--- src/rtl/divider_if.sv ---
// divider_if: valid/ready request and response bundle for divider_iterative
//   in_valid/in_ready    request handshake carrying dividend (2*width) and divisor (width)
//   out_valid/out_ready  response handshake carrying quotient, remainder, div_zero, overflow
//   master drives requests and accepts responses; slave is the divider side
interface divider_if #(parameter int width = 64);
    logic                 in_valid;
    logic                 in_ready;
    logic [2*width-1:0]   dividend;
    logic [width-1:0]     divisor;
    logic                 out_valid;
    logic                 out_ready;
    logic [width-1:0]     quotient;
    logic [width-1:0]     remainder;
    logic                 div_zero;
    logic                 overflow;
    modport master (
        output in_valid, dividend, divisor, out_ready,
        input  in_ready, out_valid, quotient, remainder, div_zero, overflow
    );
    modport slave (
        input  in_valid, dividend, divisor, out_ready,
        output in_ready, out_valid, quotient, remainder, div_zero, overflow
    );
endinterface

--- src/rtl/divider_iterative.sv ---
// divider_iterative: sequential restoring unsigned divider, 2*width / width -> width quotient and remainder
//   clk    posedge clock
//   rst_n  asynchronous active-low reset
//   bus    divider_if.slave: request (in_valid, in_ready, dividend, divisor),
//          response (out_valid, out_ready, quotient, remainder, div_zero, overflow)
//   DIVIDER_RADIX4_EN defined: two restoring steps per RUN cycle, otherwise one
module divider_iterative #(
    parameter int width = 64
) (
    input  logic      clk,
    input  logic      rst_n,
    divider_if.slave  bus
);
`ifdef DIVIDER_RADIX4_EN
    localparam int steps = 2;
`else
    localparam int steps = 1;
`endif
    localparam int cw = $clog2(width + 1);
    typedef enum logic [1:0] {IDLE, RUN, DONE} state_t;
    state_t           state, state_nxt;
    logic [width:0]   r, r_nxt, rs;
    logic [width-1:0] q, q_nxt, qs;
    logic [width-1:0] d, d_nxt;
    logic [cw-1:0]    cnt, cnt_nxt;
    logic [width-1:0] quot, quot_nxt, rem, rem_nxt;
    logic             dz, dz_nxt, ov, ov_nxt;

    // One restoring step: shift the next dividend bit into the partial remainder,
    // subtract if it fits and record the quotient bit in the freed LSB of q.
    function automatic logic [2*width:0] step(input logic [width:0] ri, input logic [width-1:0] qi,
                                              input logic [width-1:0] di);
        logic [width+1:0] sh;
        logic [width:0]   t;
        logic             ge;
        sh = {ri, qi[width-1]};
        t  = sh[width:0] - {1'b0, di};
        ge = sh >= {2'b00, di};
        return {ge ? t : sh[width:0], qi[width-2:0], ge};
    endfunction

`ifdef DIVIDER_RADIX4_EN
    logic [width:0]   r1;
    logic [width-1:0] q1;
    always_comb begin
        {r1, q1} = step(r, q, d);
        {rs, qs} = step(r1, q1, d);
    end
`else
    always_comb {rs, qs} = step(r, q, d);
`endif

    always_comb begin
        state_nxt = state;
        r_nxt     = r;
        q_nxt     = q;
        d_nxt     = d;
        cnt_nxt   = cnt;
        quot_nxt  = quot;
        rem_nxt   = rem;
        dz_nxt    = dz;
        ov_nxt    = ov;
        case (state)
            IDLE: if (bus.in_valid) begin
                d_nxt = bus.divisor;
                if (bus.divisor == '0) begin
                    state_nxt = DONE;
                    dz_nxt    = 1'b1;
                    ov_nxt    = 1'b0;
                    quot_nxt  = '1;
                    rem_nxt   = bus.dividend[width-1:0];
                end else if (bus.dividend[2*width-1:width] >= bus.divisor) begin
                    state_nxt = DONE;
                    dz_nxt    = 1'b0;
                    ov_nxt    = 1'b1;
                    quot_nxt  = '1;
                    rem_nxt   = '0;
                end else begin
                    state_nxt = RUN;
                    r_nxt     = {1'b0, bus.dividend[2*width-1:width]};
                    q_nxt     = bus.dividend[width-1:0];
                    cnt_nxt   = '0;
                end
            end
            RUN: begin
                r_nxt   = rs;
                q_nxt   = qs;
                cnt_nxt = cnt + cw'(steps);
                if (cnt == cw'(width - steps)) begin
                    state_nxt = DONE;
                    quot_nxt  = qs;
                    rem_nxt   = rs[width-1:0];
                    dz_nxt    = 1'b0;
                    ov_nxt    = 1'b0;
                end
            end
            DONE: state_nxt = bus.out_ready ? IDLE : DONE;
            default: state_nxt = IDLE;
        endcase
    end

    always_ff @(posedge clk or negedge rst_n) begin
        if (!rst_n) begin
            state <= IDLE;
            r     <= '0;
            q     <= '0;
            d     <= '0;
            cnt   <= '0;
            quot  <= '0;
            rem   <= '0;
            dz    <= 1'b0;
            ov    <= 1'b0;
        end else begin
            state <= state_nxt;
            r     <= r_nxt;
            q     <= q_nxt;
            d     <= d_nxt;
            cnt   <= cnt_nxt;
            quot  <= quot_nxt;
            rem   <= rem_nxt;
            dz    <= dz_nxt;
            ov    <= ov_nxt;
        end
    end

    assign bus.in_ready  = state == IDLE;
    assign bus.out_valid = state == DONE;
    assign bus.quotient  = quot;
    assign bus.remainder = rem;
    assign bus.div_zero  = dz;
    assign bus.overflow  = ov;
endmodule

--- src/flat_wrapper.sv ---
// flat-port wrapper written by rule: the top's interface ports become plain ports
module divider_iterative_flat 
#(
    parameter int width = 64
)
  (clk, rst_n, bus_in_valid, bus_dividend, bus_divisor, bus_out_ready, bus_in_ready, bus_out_valid, bus_quotient, bus_remainder, bus_div_zero, bus_overflow);
  divider_if #(.width(width)) bus_i ();
  input  logic clk;
  input  logic rst_n;
  input wire logic [$bits(bus_i.in_valid)-1:0] bus_in_valid;
  input wire logic [$bits(bus_i.dividend)-1:0] bus_dividend;
  input wire logic [$bits(bus_i.divisor)-1:0] bus_divisor;
  input wire logic [$bits(bus_i.out_ready)-1:0] bus_out_ready;
  output wire logic [$bits(bus_i.in_ready)-1:0] bus_in_ready;
  output wire logic [$bits(bus_i.out_valid)-1:0] bus_out_valid;
  output wire logic [$bits(bus_i.quotient)-1:0] bus_quotient;
  output wire logic [$bits(bus_i.remainder)-1:0] bus_remainder;
  output wire logic [$bits(bus_i.div_zero)-1:0] bus_div_zero;
  output wire logic [$bits(bus_i.overflow)-1:0] bus_overflow;
  assign bus_i.in_valid = bus_in_valid;
  assign bus_i.dividend = bus_dividend;
  assign bus_i.divisor = bus_divisor;
  assign bus_i.out_ready = bus_out_ready;
  assign bus_in_ready = bus_i.in_ready;
  assign bus_out_valid = bus_i.out_valid;
  assign bus_quotient = bus_i.quotient;
  assign bus_remainder = bus_i.remainder;
  assign bus_div_zero = bus_i.div_zero;
  assign bus_overflow = bus_i.overflow;
  divider_iterative #(.width(width)) u_core (.clk(clk), .rst_n(rst_n), .bus(bus_i));
endmodule
--- config.mk ---
export PLATFORM = sky130hd
export DESIGN_NAME = divider_iterative_flat
export DESIGN_NICKNAME = d
export VERILOG_FILES = /design/src/rtl/divider_if.sv /design/src/rtl/divider_iterative.sv /design/src/flat_wrapper.sv
export SDC_FILE = /design/constraint.sdc
export NUM_CORES = 1
export LEC_CHECK = 0
export ABC_AREA = 1
export BUFFER_PORTS_ARGS = -buffer_cell sky130_fd_sc_hd__buf_2
export CAP_MARGIN = 5
export CORE_MARGIN = 8
export CORE_UTILIZATION = 55
export CTS_CLUSTER_DIAMETER = 30
export DETAILED_ROUTE_END_ITERATION = 6
export PLACE_DENSITY = 0.77
export RECOVER_POWER = 50
export SETUP_SLACK_MARGIN = 0.2
export SKIP_CTS_REPAIR_TIMING = 1
export SYNTH_ARGS = -nofsm -noshare
export SYNTH_HDL_FRONTEND = slang
export SYNTH_SLANG_ARGS = --single-unit
--- constraint.sdc ---
create_clock -name clk -period 3.1 [get_ports clk]
set_input_delay 0.31 -clock clk [delete_from_list [all_inputs] [get_ports clk]]
set_output_delay 0.31 -clock clk [all_outputs]
set_load 0.01 [all_outputs]
==> results of run 1 <==
## layout by cell type, fill, tap and decap left out, types with 22 or more instances in the layout
| cell | synthesis | final |
|---|---|---|
| xor2_1 | 30 | 30 |
| o21bai_1 | 63 | 63 |
| nor2_1 | 197 | 189 |
| nand3_1 | 197 | 195 |
| clkbuf_1 | 48 | 69 |
| ha_1 | 129 | 127 |
| inv_2 | 26 | 26 |
| nand2_1 | 1352 | 1349 |
| buf_2 | 42 | 261 |
| o21ai_0 | 184 | 184 |
| nand4_1 | 52 | 52 |
| dfrtp_1 | 332 | 332 |
| nand4_2 | 49 | 49 |
| dlygate4sd3_1 | 0 | 57 |
| o21ai_1 | 29 | 29 |
| inv_1 | 475 | 475 |
| nand3b_1 | 49 | 49 |
| buf_12 | 3 | 22 |
| nor2_2 | 18 | 23 |
| clkbuf_16 | 0 | 79 |
| a21oi_1 | 77 | 77 |
| nor3_1 | 26 | 23 |
| nand3_2 | 31 | 33 |
## through the flow
stage               cell area [um2]  setup TNS (ns)
global placement              26200           -6.16
finish                        29400               0
global route                  29400               0
floorplan                     23900               0
detailed placement            26200          -46.45
CTS                           28900               0
## power by group
| part | switching, mW | leakage (nW) | internal [mW] |
|---|---|---|---|
| combinational | 8.36 | 9.96 | 4.72 |
| sequential | 0.659 | 4.24 | 5.12 |
| clock | 2.77 | 1.28 | 5.58 |
## sequential cells by signal (all words and copies together), names as in the netlist
signal / cells
u_core.d: 64
u_core.cnt: 7
u_core.q: 64
u_core.r: 65
u_core.bus.quotient: 64
u_core.bus.overflow: 1
u_core.bus.div_zero: 1
u_core.state: 2
u_core.bus.remainder: 64
## layer usage
layer / GRT usage (%) / vias to the layer above / wire, um
li1: - / 11800 / -
met1: 42.1 / 11300 / 35000
met2: 50.6 / 921 / 37400
met3: 6.28 / 150 / 6010
met4: 9.66 / 0 / 2130
met5: 0 / - / 0
## critical path, cell delays in order
cell,delay [ns]
dlygate4sd3_1,0.55
buf_2,0.14
ha_1,0.26
nand2_1,0.06
nor2_1,0.05
nand2_1,0.15
inv_1,0.06
a21oi_1,0.43
nand2_1,0.16
nand2_1,0.16
nand2_1,0.06
nand2_1,0.11
nand2_4,0.08
buf_12,0.16
inv_1,0.39
o21ai_0,0.17
## final timing paths
kind | start | end | slack, ns | depth (start not counted)
max in group asynchronous | rst_n | u_core.bus.quotient[39] | 0.63 | 3
setup reg to reg | u_core.r[41] | u_core.r[55] | 0.32 | 15
setup / recovery | bus_dividend[92] | u_core.cnt[4] | 0.25 | 16
min in group asynchronous | rst_n | u_core.bus.quotient[5] | 0.55 | 2
hold / removal | bus_dividend[97] | u_core.r[33] | -0.005 | 3
hold reg to reg | u_core.bus.remainder[42] | u_core.bus.remainder[42] | 0.47 | 2
## cells by family (layout without fill, tap and decap cells)
kind of cell	count (synthesis)	count (layout)	synth area share, %
buffers and inverters	628	1074	11.0
flip-flops	332	332	34.8
XOR/XNOR	31	31	1.14
adder cells (fa/ha/maj)	130	130	6.85
other	0	2	0
AND/OR/NAND/NOR	2013	2013	37.8
AO/OA/AOI/OAI	361	361	8.33
## layout make-up
cell class	count	share of cell area, %
antenna	2	0.0170
clock buffer	91	7.19
clock inverter	50	1.97
inverter	501	6.40
multi-input combinational	2535	44.3
sequential	332	28.3
tap	585	2.49
timing repair buffer	432	9.39
==> qor.csv, run 1 <==
metric,value,unit
"wirelength, routed",80.5,mm
Post-Syn Area,23900,um2
die area,50300,um2
Max Slew Vio Count,0,
Area contributors post-synth,"dfrtp_1, nand2_1, inv_1, ha_1, nand3_1",
Final Util,68.3,%
routability congestion estimate,1.04,
synth warn,0,
crit-path max FO,15,
initial antenna violation count,4,
max_cap viols,0,
ys async rst share,100,%
largest net degree at the start of global routing,98,
vias in the first global route,23700,
CP required,3.56,ns
slew at the pin with the worst max-slew slack,1.34,ns
Non-Filler Instances,4528,
critical path arrival,3.31,ns
GRT overflow,0,
endpoint type of the worst setup path,flip-flop,
placed insts,4325,
Final Setup Violations,0,
Worst slew margin,10.6,%
H-tree depth,3,
Layout Nets,4205,
ANT nets after route,0,
worst vdd ir,0.602,mV
"EDFF count, synth",0,
Die X,224,um
dominant cell type by area after synthesis,dfrtp_1,
Hold Crit Class,input pin to flip-flop,
Yosys top cell area share,34.8,%
core area,43000,um2
share of cells above drive strength 1,15.6,%
violated checks,negative hold slack,
CTS sink cnt,332,
post-route setup slack,0.250,ns
Tmin final,2.85,ns
Netlist cell types,39,
RSZ-0062 raised after global routing,true,
dpl ws,-0.312,ns
Via Count,24200,
Layout area overhead,23.2,%
Ports,328,
fmax,351,MHz
Starting Density,55.5,%
Mapped Cells,3495,
Avg Inst Size Synth,6.82,um2
"Seq/Total Area, Yosys",34.8,%
"Reg clk slew, reported paths",0.05,ns
area of the multi-input gates,13000,um2
drt wl/cell,17.8,um
Setup Crit Path Kind,input pin to flip-flop,
Fin. Hold Viols,1,
Final HPWL DP,59.7,mm
# fillers,3735,
drt first pass iters,6,
Most used DFF post-synth,dfrtp_1,
pwr/cell area,926,nW/um2
crit start category,input pin,
Root Buffer,clkbuf_16,
most frequent cell after synthesis,nand2_1,
"FF+latch count, synth",332,
final hold slack,-0.00479,ns
clock skew,0.0277,ns
outcome,"complete, but fails checks",
Via density,5.35,
Die H,224,um
syn_nets,3821,
Max Buffers Root-to-Sink,3,
synth cell count leaders,"nand2_1, inv_1, dfrtp_1, nand3_1, nor2_1",
# DRC,0,
TritonCTS clock tree,done,
Clock Latency Late Sink,0.61,ns
P_leak,15.5,nW
count of input and output buffers,327,
total design power,27.2,mW
initial DRC count,2146,
crit share post-route,91.9,%
global-route wire length before repair,127,mm
Rows,76,
CTS buffer count,77,
sequential cell area,8310,um2
all-layer global routing usage,31.3,%
Power figures use the tool's default switching activity.
==> run 2, diff against run 1 <==
--- a/config.mk
+++ b/config.mk
@@ -5,14 +5,13 @@
 export SDC_FILE = /design/constraint.sdc
 export NUM_CORES = 1
 export LEC_CHECK = 0
-export ABC_AREA = 1
 export BUFFER_PORTS_ARGS = -buffer_cell sky130_fd_sc_hd__buf_2
 export CAP_MARGIN = 5
 export CORE_MARGIN = 8
 export CORE_UTILIZATION = 55
 export CTS_CLUSTER_DIAMETER = 30
 export DETAILED_ROUTE_END_ITERATION = 6
-export PLACE_DENSITY = 0.77
+export PLACE_DENSITY = 0.78
 export RECOVER_POWER = 50
 export SETUP_SLACK_MARGIN = 0.2
 export SKIP_CTS_REPAIR_TIMING = 1
==> run 2 against run 1 <==
Highest routed layer is now met5. The run ends with negative hold slack, max-capacitance violations, max-slew violations, negative setup slack left. Clock power is 3.8% lower. Combinational power is 150% higher. Sequential share of layout area is 2.0 points lower. Global-route usage is 5.0 points higher. Largest cell class unchanged. Worst setup slack worse by 0.80 ns. Register-to-register slack worse by 0.87 ns. Critical path depth is 3 lower. Non-clock buffer count is 476 higher. Largest power group unchanged.
==> qor.csv, run 2 <==
metric,value,unit,change
post-route setup slack,-0.553,ns,-0.804 ns
Largest Register,u_core.r,,
Non-Filler Instances,3768,,-17%
pwr/cell area,1550,nW/um2,+67%
P_leak,15.3,nW,-1.4%
endpoint type of the worst setup path,flip-flop,,
combinational group share of total power,66.6,%,+18 points
Post-Synth XOR/XNOR Area,2.55,%,+1.4 points
Final Util,84.9,%,+17 points
Tmin final,3.65,ns,+0.804 ns
die area,43900,um2,-13%
Worst slew margin,-17.4,%,-28 points
Ports,328,,unchanged
# DRC,0,,unchanged
largest family of logic cells by synthesized area,compound AO/OA/AOI/OAI gates,,
Post-Syn Area,20600,um2,-14%
ANT nets after route,0,,unchanged
TritonCTS clock tree,done,,
clock skew,0.0212,ns,-0.00649 ns
Max Buffers Root-to-Sink,3,,unchanged
count of input and output buffers,327,,unchanged
routability congestion estimate,1.01,,-3.5%
CTS buffer count,73,,-5.2%
core area,37200,um2,-13%
share of cells above drive strength 1,40.0,%,+24 points
"FF+latch count, synth",332,,unchanged
fmax,274,MHz,-22%
r2r endpoint,u_core.bus.remainder[60],,
Rows,71,,-6.6%
max FFs per register,65,,unchanged
total design power,49.0,mW,+80%
"EDFF count, synth",0,,unchanged
reg2reg setup slack,-0.55,ns,-0.87 ns
initial DRC count,3828,,+78%
Max Slew Vio Count,67,,+67
clock network fraction of design power,16.4,%,-14 points
Clock Latency Late Sink,0.60,ns,about the same
Layout Nets,3556,,-15%
worst vdd ir,0.692,mV,+15%
max_cap viols,1,,+1
Most used DFF post-synth,dfrtp_1,,
"Reg clk slew, reported paths",0.05,ns,about the same
syn_nets,2718,,-29%
Area contributors post-synth,"dfrtp_1, nand2_1, ha_1, o21ai_0, a21oi_1",,
slew at the pin with the worst max-slew slack,1.76,ns,+0.420 ns
Die X,209,um,-6.6%
Placed Area,26200,um2,about the same
Final HPWL DP,62.3,mm,+4.4%
CP required,3.58,ns,+0.02 ns
synth cell count leaders,"nand2_1, dfrtp_1, o21ai_0, a21oi_1, inv_1",,
GRT overflow,0,,unchanged
Net Sw Frac,46.4,%,+3.1 points
final non-filler cell area,31600,um2,+7.6%
Starting Density,55.3,%,-0.20 points
critical path arrival,4.13,ns,+0.82 ns
crit-path max FO,5,,-10
"wirelength, routed",98.3,mm,+22%
# fillers,1886,,-50%
Critical R2R Launch,u_core.r[18],,
Worst Setup SP,u_core.r[18],,
global-route wire length before repair,127,mm,+0.20%
hold wc startpoint,bus_dividend[80],,
vias in the first global route,22600,,-4.5%
Die H,209,um,-6.6%
Hold Crit Class,input pin to flip-flop,,
synth warn,0,,unchanged
internal power,26.3,mW,+70%
Reg2Reg Depth,13,,-2
Via Count,24700,,+2.1%
Fin Setup TNS,-47.28,ns,-47.28 ns
crit start category,flip-flop,,
post-synthesis simple-gate area fraction,16.1,%,-22 points
placed insts,3542,,-18%
"Seq/Total Area, Yosys",40.4,%,+5.5 points
RSZ-0062 raised after global routing,true,,
sequential share of power,17.0,%,-4.2 points
Via density,6.56,,+23%
initial antenna violation count,11,,+7
Root Buffer,clkbuf_16,,
post-synthesis mux area share,3.91,%,+3.9 points
most frequent cell after synthesis,nand2_1,,
drt first pass iters,7,,+1
final hold slack,-0.0175,ns,-0.0127 ns
H-tree depth,3,,unchanged
dominant cell type by area after synthesis,dfrtp_1,,
dpl ws,-1.03,ns,-0.720 ns
"most common cell after layout, fill and taps aside",buf_4,,
crit share post-route,118,%,+26 points
Setup Crit Path Kind,flip-flop to flip-flop,,
CTS sink cnt,332,,unchanged
violated checks,"negative hold slack, max-capacitance violations, max-slew violations, negative setup slack",,
drt wl/cell,26.1,um,+47%
Final Setup Violations,131,,+131
Netlist cell types,86,,+120%
Synth Area in Compound Gates,23.1,%,+15 points
Mapped Cells,2392,,-32%
outcome,"complete, but fails checks",,
Layout area overhead,53.6,%,
adder-cell area share of the yosys netlist,7.94,%,+1.1 points
"commonest non-fill, non-tap cells in the layout","buf_4, nand2_1, dfrtp_1, buf_2, o21ai_0",,
Avg Inst Size Synth,8.60,um2,+26%
all-layer global routing usage,36.3,%,+5.0 points
P_sw,22.7,mW,+93%
Yosys top cell area share,40.4,%,+5.5 points
ys async rst share,100,%,unchanged
largest net degree at the start of global routing,77,,-21%
Fin. Hold Viols,1,,unchanged
Critical Path Sink,u_core.bus.remainder[60],,
run 2: cell count changes after synthesis, moves of 41 or more:
cell,delta
inv_1,-326
nand3b_1,-48
mux2i_1,+77
o21bai_1,-49
a21o_1,+52
nand3_1,-162
clkbuf_1,+41
nor2_1,-113
nand2_1,-870
o21ai_0,+78
nand4_2,-48
a221o_1,+42
a21oi_1,+79
run 2: cell type report:
class                      instances  area (um2)  share of cell area (%)
antenna                            7        17.5                  0.0554
clock buffer                      88        1990                    6.28
clock inverter                    44         529                    1.67
inverter                         149         562                    1.78
multi-input combinational       1766       12800                    40.6
sequential                       332        8310                    26.3
tap                              474         593                    1.88
timing repair buffer             908        6770                    21.4
run 2: power groups by stage:
| stage | registers, mW | clock network, mW | logic, mW |
|---|---|---|---|
| detailed placement | 8.04 | 0 | 24.7 |
| global placement | 7.92 | 0 | 24.2 |
| finish | 8.35 | 8.03 | 32.6 |
| floorplan | 8.10 | 0 | 13.6 |
| CTS | 8.05 | 7.95 | 25.1 |
| global route | 8.45 | 8.22 | 34.1 |
run 2: how the worst min path moves through the flow:
stage	endpoint	slack, ns	cells past startpoint
finish	u_core.r[16]	-0.02	2
global route	u_core.r[16]	-0.003	2
CTS	u_core.bus.quotient[22]	-0.29	1
detailed placement	u_core.bus.quotient[22]	0.31	1
global placement	u_core.bus.quotient[14]	0.30	1
floorplan	u_core.bus.div_zero	0.01	0
run 2: logic make-up after synthesis:
kind of cell / count (synthesis)
xor gates and xnor gates: 60
DFF: 332
adders and majority gates: 130
AOI/OAI and AO/OA: 736
and+or+nand+nor: 758
buffers and inverters: 296
muxes: 80
run 2: layer usage:
| layer | GRT usage [%] | share of wire, % | up-vias |
|---|---|---|---|
| met4 | 15.4 | 7.0 | 14 |
| met3 | 8.80 | 13 | 578 |
| met2 | 56.2 | 44 | 2129 |
| met1 | 48.2 | 36 | 11800 |
| met5 | 0 | 0.093 | - |
| li1 | - | - | 10200 |
run 2: critical path: stages, from the launching register on:
cell	delay, ns
dfrtp_1	0.43
ha_1	0.35
nand4_1	0.36
buf_4	0.28
nor2_1	0.11
inv_1	0.12
or4_4	0.56
nand4_4	0.15
or2_4	0.25
buf_12	0.18
nand2_8	0.08
buf_6	0.17
o21ai_4	0.18
o22a_1	0.30
